[src/rtl/ecc_pkg.sv]
// Shared types and constants for the read-return ECC scrub stage.
//   ECC_DW / ECC_CW : data and codeword widths of the 11-to-16 SECDED code.
//   HAM_MASKS       : Hamming parity coverage over codeword bits [14:0]; bit 15 is the
//                     overall parity bit.
//   scrub_state_e   : write-back FSM states.
//   rd_word_t       : registered output word (data + error flags + location).
package ecc_pkg;

    localparam int unsigned ECC_DW = 11;
    localparam int unsigned ECC_CW = 16;

    // Entry b covers every Hamming position (index + 1) whose bit b is set.
    localparam logic [3:0][14:0] HAM_MASKS = {15'h7F80, 15'h7878, 15'h6666, 15'h5555};

    typedef enum logic {
        StIdle  = 1'b0,
        StWbReq = 1'b1
    } scrub_state_e;

    typedef struct packed {
        logic [ECC_DW-1:0] data;
        logic              ce;
        logic              ue;
        logic [3:0]        loc;
    } rd_word_t;

endpackage

[src/rtl/ecc_11to16.sv]
// Combinational SECDED (extended Hamming) encoder and decoder, 11 data bits to 16.
//   enc_in/enc_out          : data in, clean codeword out.
//   dec_in/dec_out          : raw codeword in, corrected data out (raw data on UE).
//   err_correct             : single-bit error corrected.
//   err_uncorrect           : double-bit error detected.
//   err_location            : codeword bit index of the corrected bit, 4'hF when the
//                             overall parity bit itself was flipped, 0 otherwise.
module ecc_11to16
    import ecc_pkg::*;
(
    input  logic [ECC_DW-1:0] enc_in,
    output logic [ECC_CW-1:0] enc_out,
    input  logic [ECC_CW-1:0] dec_in,
    output logic [ECC_DW-1:0] dec_out,
    output logic              err_correct,
    output logic              err_uncorrect,
    output logic [3:0]        err_location
);

    logic [14:0] enc_ham;
    logic [14:0] dec_fix;
    logic [3:0]  syndrome;
    logic        parity_err;

    // Parity positions start at zero and no mask covers another parity bit,
    // so each parity can be computed over the partially built word.
    always_comb begin
        enc_ham       = '0;
        enc_ham[2]    = enc_in[0];
        enc_ham[6:4]  = enc_in[3:1];
        enc_ham[14:8] = enc_in[10:4];
        enc_ham[0]    = ^(enc_ham & HAM_MASKS[0]);
        enc_ham[1]    = ^(enc_ham & HAM_MASKS[1]);
        enc_ham[3]    = ^(enc_ham & HAM_MASKS[2]);
        enc_ham[7]    = ^(enc_ham & HAM_MASKS[3]);
        enc_out       = {^enc_ham, enc_ham};
    end

    always_comb begin
        syndrome = '0;
        for (int b = 0; b < 4; b++) begin
            syndrome[b] = ^(dec_in[14:0] & HAM_MASKS[b]);
        end
        parity_err    = ^dec_in;
        err_correct   = parity_err;
        err_uncorrect = !parity_err && (syndrome != 4'd0);
        err_location  = 4'd0;
        dec_fix       = dec_in[14:0];
        if (parity_err) begin
            if (syndrome == 4'd0) begin
                err_location = 4'hF;
            end else begin
                err_location = syndrome - 4'd1;
                dec_fix      = dec_in[14:0] ^ (15'd1 << err_location);
            end
        end
        dec_out = {dec_fix[14:8], dec_fix[6:4], dec_fix[2]};
    end

endmodule

[src/rtl/ecc_rd_scrub.sv]
// Read-return stage: decodes SECDED codewords, registers corrected data with error
// flags onto an output stream, counts CE/UE events, logs the first error and issues
// one scrub write-back of the clean codeword for each correctable error.
//   in_*        : codeword + address input stream (valid/ready).
//   out_*       : corrected data stream with ce/ue flags and error location.
//   scrub_en    : sampled at accept; enables write-back on CE.
//   wb_*        : scrub write request (valid/ready), address and clean codeword.
//   cnt_clr     : synchronous clear of counters and first-error log.
//   ce_cnt/ue_cnt, first_err_* : saturating counters and first-error log.
module ecc_rd_scrub
    import ecc_pkg::*;
#(
    parameter int unsigned AW    = 10,
    parameter int unsigned CNT_W = 16
) (
    input  logic              clk,
    input  logic              rst_n,
    input  logic              in_valid,
    output logic              in_ready,
    input  logic [AW-1:0]     in_addr,
    input  logic [ECC_CW-1:0] in_cw,
    output logic              out_valid,
    input  logic              out_ready,
    output logic [ECC_DW-1:0] out_data,
    output logic              out_ce,
    output logic              out_ue,
    output logic [3:0]        out_loc,
    input  logic              scrub_en,
    output logic              wb_valid,
    input  logic              wb_ready,
    output logic [AW-1:0]     wb_addr,
    output logic [ECC_CW-1:0] wb_cw,
    input  logic              cnt_clr,
    output logic [CNT_W-1:0]  ce_cnt,
    output logic [CNT_W-1:0]  ue_cnt,
    output logic              first_err_valid,
    output logic [AW-1:0]     first_err_addr,
    output logic              first_err_ue,
    output logic [3:0]        first_err_loc
);

    logic [ECC_DW-1:0] dec_data;
    logic [ECC_CW-1:0] clean_cw;
    logic              dec_ce;
    logic              dec_ue;
    logic [3:0]        dec_loc;

    ecc_11to16 u_ecc (
        .enc_in       (dec_data),
        .enc_out      (clean_cw),
        .dec_in       (in_cw),
        .dec_out      (dec_data),
        .err_correct  (dec_ce),
        .err_uncorrect(dec_ue),
        .err_location (dec_loc)
    );

    scrub_state_e      state_q, state_d;
    logic              out_valid_q;
    rd_word_t          out_q;
    logic [AW-1:0]     wb_addr_q;
    logic [ECC_CW-1:0] wb_cw_q;
    logic [CNT_W-1:0]  ce_cnt_q, ce_cnt_d, ue_cnt_q, ue_cnt_d;
    logic              log_valid_q, log_ue_q;
    logic [AW-1:0]     log_addr_q;
    logic [3:0]        log_loc_q;
    logic              accept, wb_load, ce_evt, ue_evt, log_capture;

    // Gated by rst_n so nothing is accepted while reset is held.
    assign in_ready = rst_n && (state_q == StIdle) && (!out_valid_q || out_ready);
    assign accept   = in_valid && in_ready;
    assign ce_evt   = accept && dec_ce;
    assign ue_evt   = accept && dec_ue;
    // A clear re-arms the log, so a coincident event is captured.
    assign log_capture = (ce_evt || ue_evt) && (cnt_clr || !log_valid_q);

    always_comb begin
        state_d  = state_q;
        wb_load  = 1'b0;
        wb_valid = 1'b0;
        case (state_q)
            StIdle: begin
                if (ce_evt && scrub_en) begin
                    state_d = StWbReq;
                    wb_load = 1'b1;
                end
            end
            StWbReq: begin
                wb_valid = 1'b1;
                if (wb_ready) state_d = StIdle;
            end
            default: state_d = StIdle;
        endcase
    end

    always_comb begin
        ce_cnt_d = ce_cnt_q;
        ue_cnt_d = ue_cnt_q;
        if (cnt_clr) begin
            ce_cnt_d = CNT_W'(ce_evt);
            ue_cnt_d = CNT_W'(ue_evt);
        end else begin
            if (ce_evt && (ce_cnt_q != '1)) ce_cnt_d = ce_cnt_q + 1'b1;
            if (ue_evt && (ue_cnt_q != '1)) ue_cnt_d = ue_cnt_q + 1'b1;
        end
    end

    always_ff @(posedge clk or negedge rst_n) begin
        if (!rst_n) begin
            state_q     <= StIdle;
            out_valid_q <= 1'b0;
            out_q       <= '0;
            wb_addr_q   <= '0;
            wb_cw_q     <= '0;
            ce_cnt_q    <= '0;
            ue_cnt_q    <= '0;
            log_valid_q <= 1'b0;
            log_ue_q    <= 1'b0;
            log_addr_q  <= '0;
            log_loc_q   <= '0;
        end else begin
            state_q  <= state_d;
            ce_cnt_q <= ce_cnt_d;
            ue_cnt_q <= ue_cnt_d;
            if (accept) begin
                out_valid_q <= 1'b1;
                out_q       <= '{data: dec_data, ce: dec_ce, ue: dec_ue, loc: dec_loc};
            end else if (out_ready) begin
                out_valid_q <= 1'b0;
            end
            if (wb_load) begin
                wb_addr_q <= in_addr;
                wb_cw_q   <= clean_cw;
            end
            if (log_capture) begin
                log_valid_q <= 1'b1;
                log_ue_q    <= dec_ue;
                log_addr_q  <= in_addr;
                log_loc_q   <= dec_loc;
            end else if (cnt_clr) begin
                log_valid_q <= 1'b0;
                log_ue_q    <= 1'b0;
                log_addr_q  <= '0;
                log_loc_q   <= '0;
            end
        end
    end

    assign out_valid       = out_valid_q;
    assign out_data        = out_q.data;
    assign out_ce          = out_q.ce;
    assign out_ue          = out_q.ue;
    assign out_loc         = out_q.loc;
    assign wb_addr         = wb_addr_q;
    assign wb_cw           = wb_cw_q;
    assign ce_cnt          = ce_cnt_q;
    assign ue_cnt          = ue_cnt_q;
    assign first_err_valid = log_valid_q;
    assign first_err_addr  = log_addr_q;
    assign first_err_ue    = log_ue_q;
    assign first_err_loc   = log_loc_q;

endmodule

[config.mk]
export PLATFORM = sky130hd
export DESIGN_NAME = ecc_rd_scrub
export DESIGN_NICKNAME = d
export VERILOG_FILES = /design/src/rtl/ecc_pkg.sv /design/src/rtl/ecc_11to16.sv /design/src/rtl/ecc_rd_scrub.sv
export SDC_FILE = /design/constraint.sdc
export NUM_CORES = 1
export LEC_CHECK = 0
export CORE_AREA = 2 2 123 89
export DETAILED_ROUTE_END_ITERATION = 16
export DIE_AREA = 0 0 125 91
export PLACE_DENSITY = 0.83
export SKIP_CTS_REPAIR_TIMING = 1
export SYNTH_ARGS = -nofsm -noshare
export SYNTH_HDL_FRONTEND = slang
export SYNTH_SLANG_ARGS = --single-unit
[constraint.sdc]
create_clock -name clk -period 5.4 [get_ports clk]
set_input_delay 0.81 -clock clk [delete_from_list [all_inputs] [get_ports clk]]
set_output_delay 0.81 -clock clk [all_outputs]
set_load 0.05 [all_outputs]
# Word level (Yosys, flattened, before mapping)

Cells that the tools add are included.

Word-level logic and storage cells: 76
Bits in registers: 93
Output and inout bits: 94
Bits in latches: 0
Memories: 0
ROM bits: 0
Memory bits (writable): 0
Input bits: 33

Reductions and logical operators: 32
Order comparisons: 0
Equal/unequal tests: 2
Shifts and indexed selects: 1
Divide/modulo/power cells: 0
Add/subtract/negate cells: 3
Mux-type cells: 22
$mul: 0
Bitwise logic cells: 2

Operators with widths:

| kind                                                                | count |
|---|---|
| 15-bit parity                                                       | 9 |
| 16-bit two-way mux                                                  | 4 |
| 16-bit by 1-bit adder with 16-bit output (second input constant)    | 2 |
| 16-bit != test (second input constant)                              | 2 |
| 15-bit two-way mux                                                  | 2 |
| 10-bit two-way mux                                                  | 2 |
| 4-bit two-way mux                                                   | 4 |
| 16-bit parity                                                       | 1 |
| 1-bit by 4-bit << shifter with 15-bit output (first input constant) | 1 |
| 15-bit bitwise XOR                                                  | 1 |
| 1-bit logical AND                                                   | 10 |
| 1-bit two-way mux                                                   | 9 |
| 2-bit nonzero test                                                  | 4 |
| 4-bit logical NOT                                                   | 1 |
| 4-bit nonzero test                                                  | 1 |
| 4-bit by 1-bit subtractor with 4-bit output (second input constant) | 1 |
| 1-bit logical NOT                                                   | 3 |
| 1-bit logical OR                                                    | 3 |
| 1-bit one-hot mux with 2 select lines                               | 1 |
| 1-bit NOT                                                           | 1 |

# Logic depth before layout (Yosys ltp)

Depth in word-level cells: 8
Depth in mapped cells: 14
Gate-level depth less buffers: 13

# Modules after synthesis

Synthesis repeated with hierarchy kept, for this count alone.

Cells, all modules: 482
Area total of the unflattened synthesis: 5293.8 sq um

Modules (own cells, without submodules):

| module       | sequential area each (sq um) | cells each | area an instance (sq um) | times used |
|---|---|---|---|---|
| ecc_rd_scrub | 2327.2                       | 374        | 4354.2                   | 1 |
| ecc_11to16   | 0.0                          | 108        | 939.7                    | 1 |

# Worst setup path before layout

Ideal clock, no wire load.

Path kind: input-to-reg
Start point: input port out_ready
End point: register ce_cnt_q[9], in the netlist ce_cnt[9]
Data arrival time: 4211 ps
Setup time: 78 ps
Cell stages on the path: 11
Required time: 5322 ps
Path buffers: 2
Slack: 1111 ps
Cells stage by stage: nor2b_1 nor3b_1 nand2_1 nor2b_1 and2_1 clkbuf_1 and4_1 clkbuf_1 nand3_1 or3_1 a21oi_1

Longest elaborated chain between the ends: 6

RTL lines:

| item                         | line                | text |
|---|---|---|
| start, declared              | ecc_rd_scrub.sv:23  | `input logic out_ready,` |
| 1-bit logical OR             | ecc_rd_scrub.sv:70  | `assign in_ready = rst_n && (state_q == StIdle) && (!out_valid_q \|\| out_ready);` |
| 1-bit logical AND            | ecc_rd_scrub.sv:70  |  |
| named net in_ready           | ecc_rd_scrub.sv:19  | `output logic in_ready,` |
| 1-bit logical AND            | ecc_rd_scrub.sv:71  | `assign accept = in_valid && in_ready;` |
| 1-bit logical AND            | ecc_rd_scrub.sv:72  | `assign ce_evt = accept && dec_ce;` |
| 1-bit logical AND            | ecc_rd_scrub.sv:103 | `if (ce_evt && (ce_cnt_q != '1)) ce_cnt_d = ce_cnt_q + 1'b1;` |
| 2-bit nonzero test (no line) | -                   |  |
| end signal, assigned         | ecc_rd_scrub.sv:123 | `ce_cnt_q <= ce_cnt_d;` |
| end, declared                | ecc_rd_scrub.sv:63  | `logic [CNT_W-1:0] ce_cnt_q, ce_cnt_d, ue_cnt_q, ue_cnt_d;` |

The timed path passes the listed nets, and every way through them passes these cells.
A chain may end at the register's enable or synchronous reset.

# Final worst setup path

Start point: input port in_cw[6]
End point: register wb_cw_q[15], in the netlist wb_cw[15]

Longest elaborated chain between the ends: 8
Elaborated cells on any way between the ends: 19
Classes of those cells: add/sub: 1; shift: 1; mux: 4; bitwise: 1; reduce/logical: 12

RTL lines:

| item                                         | line                | text |
|---|---|---|
| start, declared                              | ecc_rd_scrub.sv:21  | `input logic [ECC_CW-1:0] in_cw,` |
| 15-bit parity                                | ecc_11to16.sv:42    | `syndrome[b] = ^(dec_in[14:0] & HAM_MASKS[b]);` |
| 4-bit by 1-bit subtractor with 4-bit output  | ecc_11to16.sv:53    | `err_location = syndrome - 4'd1;` |
| 1-bit by 4-bit << shifter with 15-bit output | ecc_11to16.sv:54    | `dec_fix = dec_in[14:0] ^ (15'd1 << err_location);` |
| 15-bit bitwise XOR                           | ecc_11to16.sv:54    |  |
| 15-bit two-way mux                           | ecc_11to16.sv:50    | `if (syndrome == 4'd0) begin` |
| 15-bit two-way mux                           | ecc_11to16.sv:49    | `if (parity_err) begin` |
| 15-bit parity, on equally long branches      | -                   |  |
| 15-bit parity                                | ecc_11to16.sv:36    | `enc_out = {^enc_ham, enc_ham};` |
| end signal, assigned                         | ecc_rd_scrub.sv:133 | `wb_cw_q <= clean_cw;` |
| end, declared                                | ecc_rd_scrub.sv:62  | `logic [ECC_CW-1:0] wb_cw_q;` |

Several ways; a longest one is shown, not always the timed one.

==> run_results.csv <==
group,metric,value,unit
outcome,status,"complete, no violations",
floorplanning,die_area,11400,µm²
sta,finalHoldViolations,0,
setup_path,worstPathArrival,5.10,ns
synth,yosysMostFrequentCell,"dfrtp_1",
clock_network,tritoncts,"yes",
synth,yosysTopAreaCellShare,48.2,%
clock_network,cts_buffer_depth,2,
clock_network,clockRootBuffer,"clkbuf_16",
synth,postSynth.asyncResetShare,100,%
synth,synth_edf_count,0,
setup_path,slowest_stage,"clkdlybuf4s50_1",
synth,netlist_area,4830,µm²
finish,diodes,0,
synth,yosys_warnings,0,
synth,postSynthCellCount,457,
clock_network,htreeDepth,3,
synth,netlist_top_cells_area,"dfrtp_1 (48%), xnor2_1 (6.7%), nand2_1 (5.2%)",
global_routing,grt_pass1_vias,3794,
route,ant_nets,0,
placement,place_area,6240,µm²
global_routing,antenna_found_initial,0,
placement,io_buffers,126,
sta,fin_crit,4.88,ns
floorplanning,io_pins,127,
power_and_ir_drop,leakage,0.00282,µW
setup_path,slowest_delay,0.55,ns
route,met2_length,5470,µm
sta,fmaxAchievable,0.205,GHz
global_routing,grt_max_degree,58,
synth,synth_cell_type_count,48,
setup_path,end_kind,"flop",
setup_path,crit_chain,"clkdlybuf4s50_1 > xnor3_1 > xor2_1 > xnor2_2 > inv_1 > ha_1 > ha_1 > nand3_4 > nor3_1 > xnor2_1 > xnor3_1 > xnor2_1 > xnor3_1 > mux2_2",
sta,slew_headroom,51.8,%
sta,skew,0.00496,ns
sta,finalSetupTns,0,ns
finish,n_fill_cell,775,
finish,areaGrowthSynthToFinish,35.8,%
route,drc,0,
clock_network,clk_latency,0.33,ns
placement,hpwlAfterDp,8650,µm
route,viasPerCell,5.15,
placement,gp_congestion,0.902,
sta,post-route-period-util,90.4,%
setup_path,criticalPathCategory,"in -> reg",
synth,synthFlopType,"dfrtp_1",
synth,synth_top_family_by_area,"XOR/XNOR gates",
synth,muxShareOfSynthArea,4.84,%
global_routing,grtUsageTotal,21.2,%
clock_network,cts-buffers-inserted,9,
finish,layout.nets,623,
sta,setup_viol,0,
finish,fin_area,6560,µm²
global_routing,grt_pass1_wl,19500,µm
synth,synth_seq_cells,93,
sta,finalMaxSlewViolations,0,
synth,syn_avg_cell_area,10.6,µm²
route,met3_length,758,µm
floorplanning,fp.dieH,91,µm
floorplanning,initial_utilization,47.5,%
route,wl_per_cell,16.3,µm
power_and_ir_drop,peakVddDrop,318,µV
synth,synthAdderAreaFrac,1.81,%
floorplanning,core-area,10200,µm²
floorplanning,die_w,125,µm
setup_path,critPathRequiredTime,5.62,ns
clock_network,cts.clk_slew.worst_paths,0.07,ns
route,wl_met1,5400,µm
clock_network,cts.sinks,93,
power_and_ir_drop,power_density,537,nW/µm²
sta,grt_setup_unrepaired,"false",
setup_path,r2r_cells,12,
floorplanning,std_cell_rows,31,
sta,worst_slew_pin_slew,0.723,ns
synth,syn-num-nets,497,
synth,synth_xor_area_share,19.4,%
route,wirelength,11700,µm
hold_path,hold_class,"in -> async",
synth,synth_compound_area_share,6.89,%
global_routing,overflow,0,
route,initialDrtViolationCount,258,
synth,synth_common_cells,"dfrtp_1 (93), nand2_1 (67), o21ai_0 (47)",
route,drtPass1Iterations,4,
setup_path,path_max_fanout,7,
route,via_count,3709,
flow_run,cap_violations,0,
synth,yosysTopAreaCell,"dfrtp_1",
synth,yosysSeqAreaShare,48.2,%
finish,drive_above_1_share,10.2,%
finish,final_util,64.6,%
setup_path,crit_top_cell,"xnor3_1",
route,topRoutingLayerUsed,"met4",
synth,synth-simple-area-share,16.7,%
setup_path,crit_path_start_kind,"input pin",
state kept, by name (all words and copies together), names as in the netlist:
name             cells
wb_addr             10
first_err_valid      1
out_loc              4
out_ue               1
state_q              1
ue_cnt              16
out_ce               1
out_valid            1
wb_cw               16
first_err_addr      10
ce_cnt              16
first_err_ue         1
first_err_loc        4
out_data            11
metal layers:
layer	up-vias	GRT usage [%]
met5	-	0
met4	0	5.00
met3	6	6.13
met2	110	33.9
met1	1820	28.9
li1	1773	-
where the power goes:
| group | switching [µW] | internal, µW | total, µW |
|---|---|---|---|
| sequential | 106 | 878 | 984 |
| clock | 259 | 406 | 665 |
| combinational | 1180 | 701 | 1880 |
layout by cell type (no fill, tap or decap), types with 2 or more instances in the layout:
| master | n |
|---|---|
| nand2_1 | 67 |
| xnor2_2 | 6 |
| nand2b_1 | 6 |
| xor3_2 | 2 |
| and3_1 | 9 |
| clkinv_2 | 2 |
| clkdlybuf4s50_1 | 125 |
| xor2_1 | 26 |
| xor2_2 | 3 |
| mux2_2 | 14 |
| nand4_1 | 8 |
| xnor3_1 | 5 |
| nor3_1 | 5 |
| nand3_1 | 11 |
| and2_1 | 4 |
| a21oi_1 | 4 |
| buf_4 | 9 |
| o21ai_0 | 47 |
| xnor3_2 | 2 |
| nor2_1 | 38 |
| mux2i_1 | 5 |
| clkbuf_16 | 9 |
| dfrtp_1 | 93 |
| and4_1 | 3 |
| nor3_2 | 2 |
| xnor2_1 | 37 |
| bufinv_16 | 2 |
| a21o_1 | 2 |
| ha_1 | 7 |
| nor2b_1 | 5 |
| inv_1 | 8 |
worst max-delay path: cells and delay by family:
kind | cells | cell delay [ns]
xor gates and xnor gates | 7 | 2.28
adders and majority gates | 2 | 0.72
buffers and inverters | 2 | 0.68
muxes | 1 | 0.27
and+or+nand+nor | 2 | 0.35
worst paths after layout:
path	slack, ns	from	to
setup reg to reg	2.33	out_valid	ue_cnt[11]
hold reg to reg	0.48	wb_cw[12]	wb_cw[12]
setup / recovery	0.52	in_cw[6]	wb_cw[15]
max in group asynchronous	3.88	rst_n	out_loc[1]
min in group clk	0.48	wb_cw[12]	wb_cw[12]
hold / removal	0.42	rst_n	ue_cnt[6]
logic make-up (layout without fill, tap and decap cells):
family / after synthesis / count (layout)
AOI/OAI and AO/OA: 60 / 60
and+or+nand+nor: 167 / 167
buffers and inverters: 27 / 158
xor gates and xnor gates: 82 / 82
adders and majority gates: 7 / 7
muxes: 21 / 21
DFF: 93 / 93
area by class of cell:
cell class              count  area (µm²)  area share (%)
flip-flops and latches     93        2330            35.5
well taps                 132         165            2.52
clock inverters             6        86.3            1.32
multi-input cells         337        2400            36.6
inverters                   8        30.0           0.458
clock buffers              10         229            3.49
repair buffers            134        1320            20.1
per-stage QoR:
step / total power [µW] / std cells / setup WS [ns] / hold WS, ns
global route: 3700 / 720 / 0.290 / 0.449
floorplan: 2280 / 457 / 1.11 / 0.514
CTS: 3550 / 720 / 0.548 / 0.433
finish: 3530 / 720 / 0.518 / 0.419
global placement: 2830 / 704 / 0.435 / 0.460
detailed placement: 2870 / 704 / 0.191 / 0.467
(Power assumes the default switching activity.)
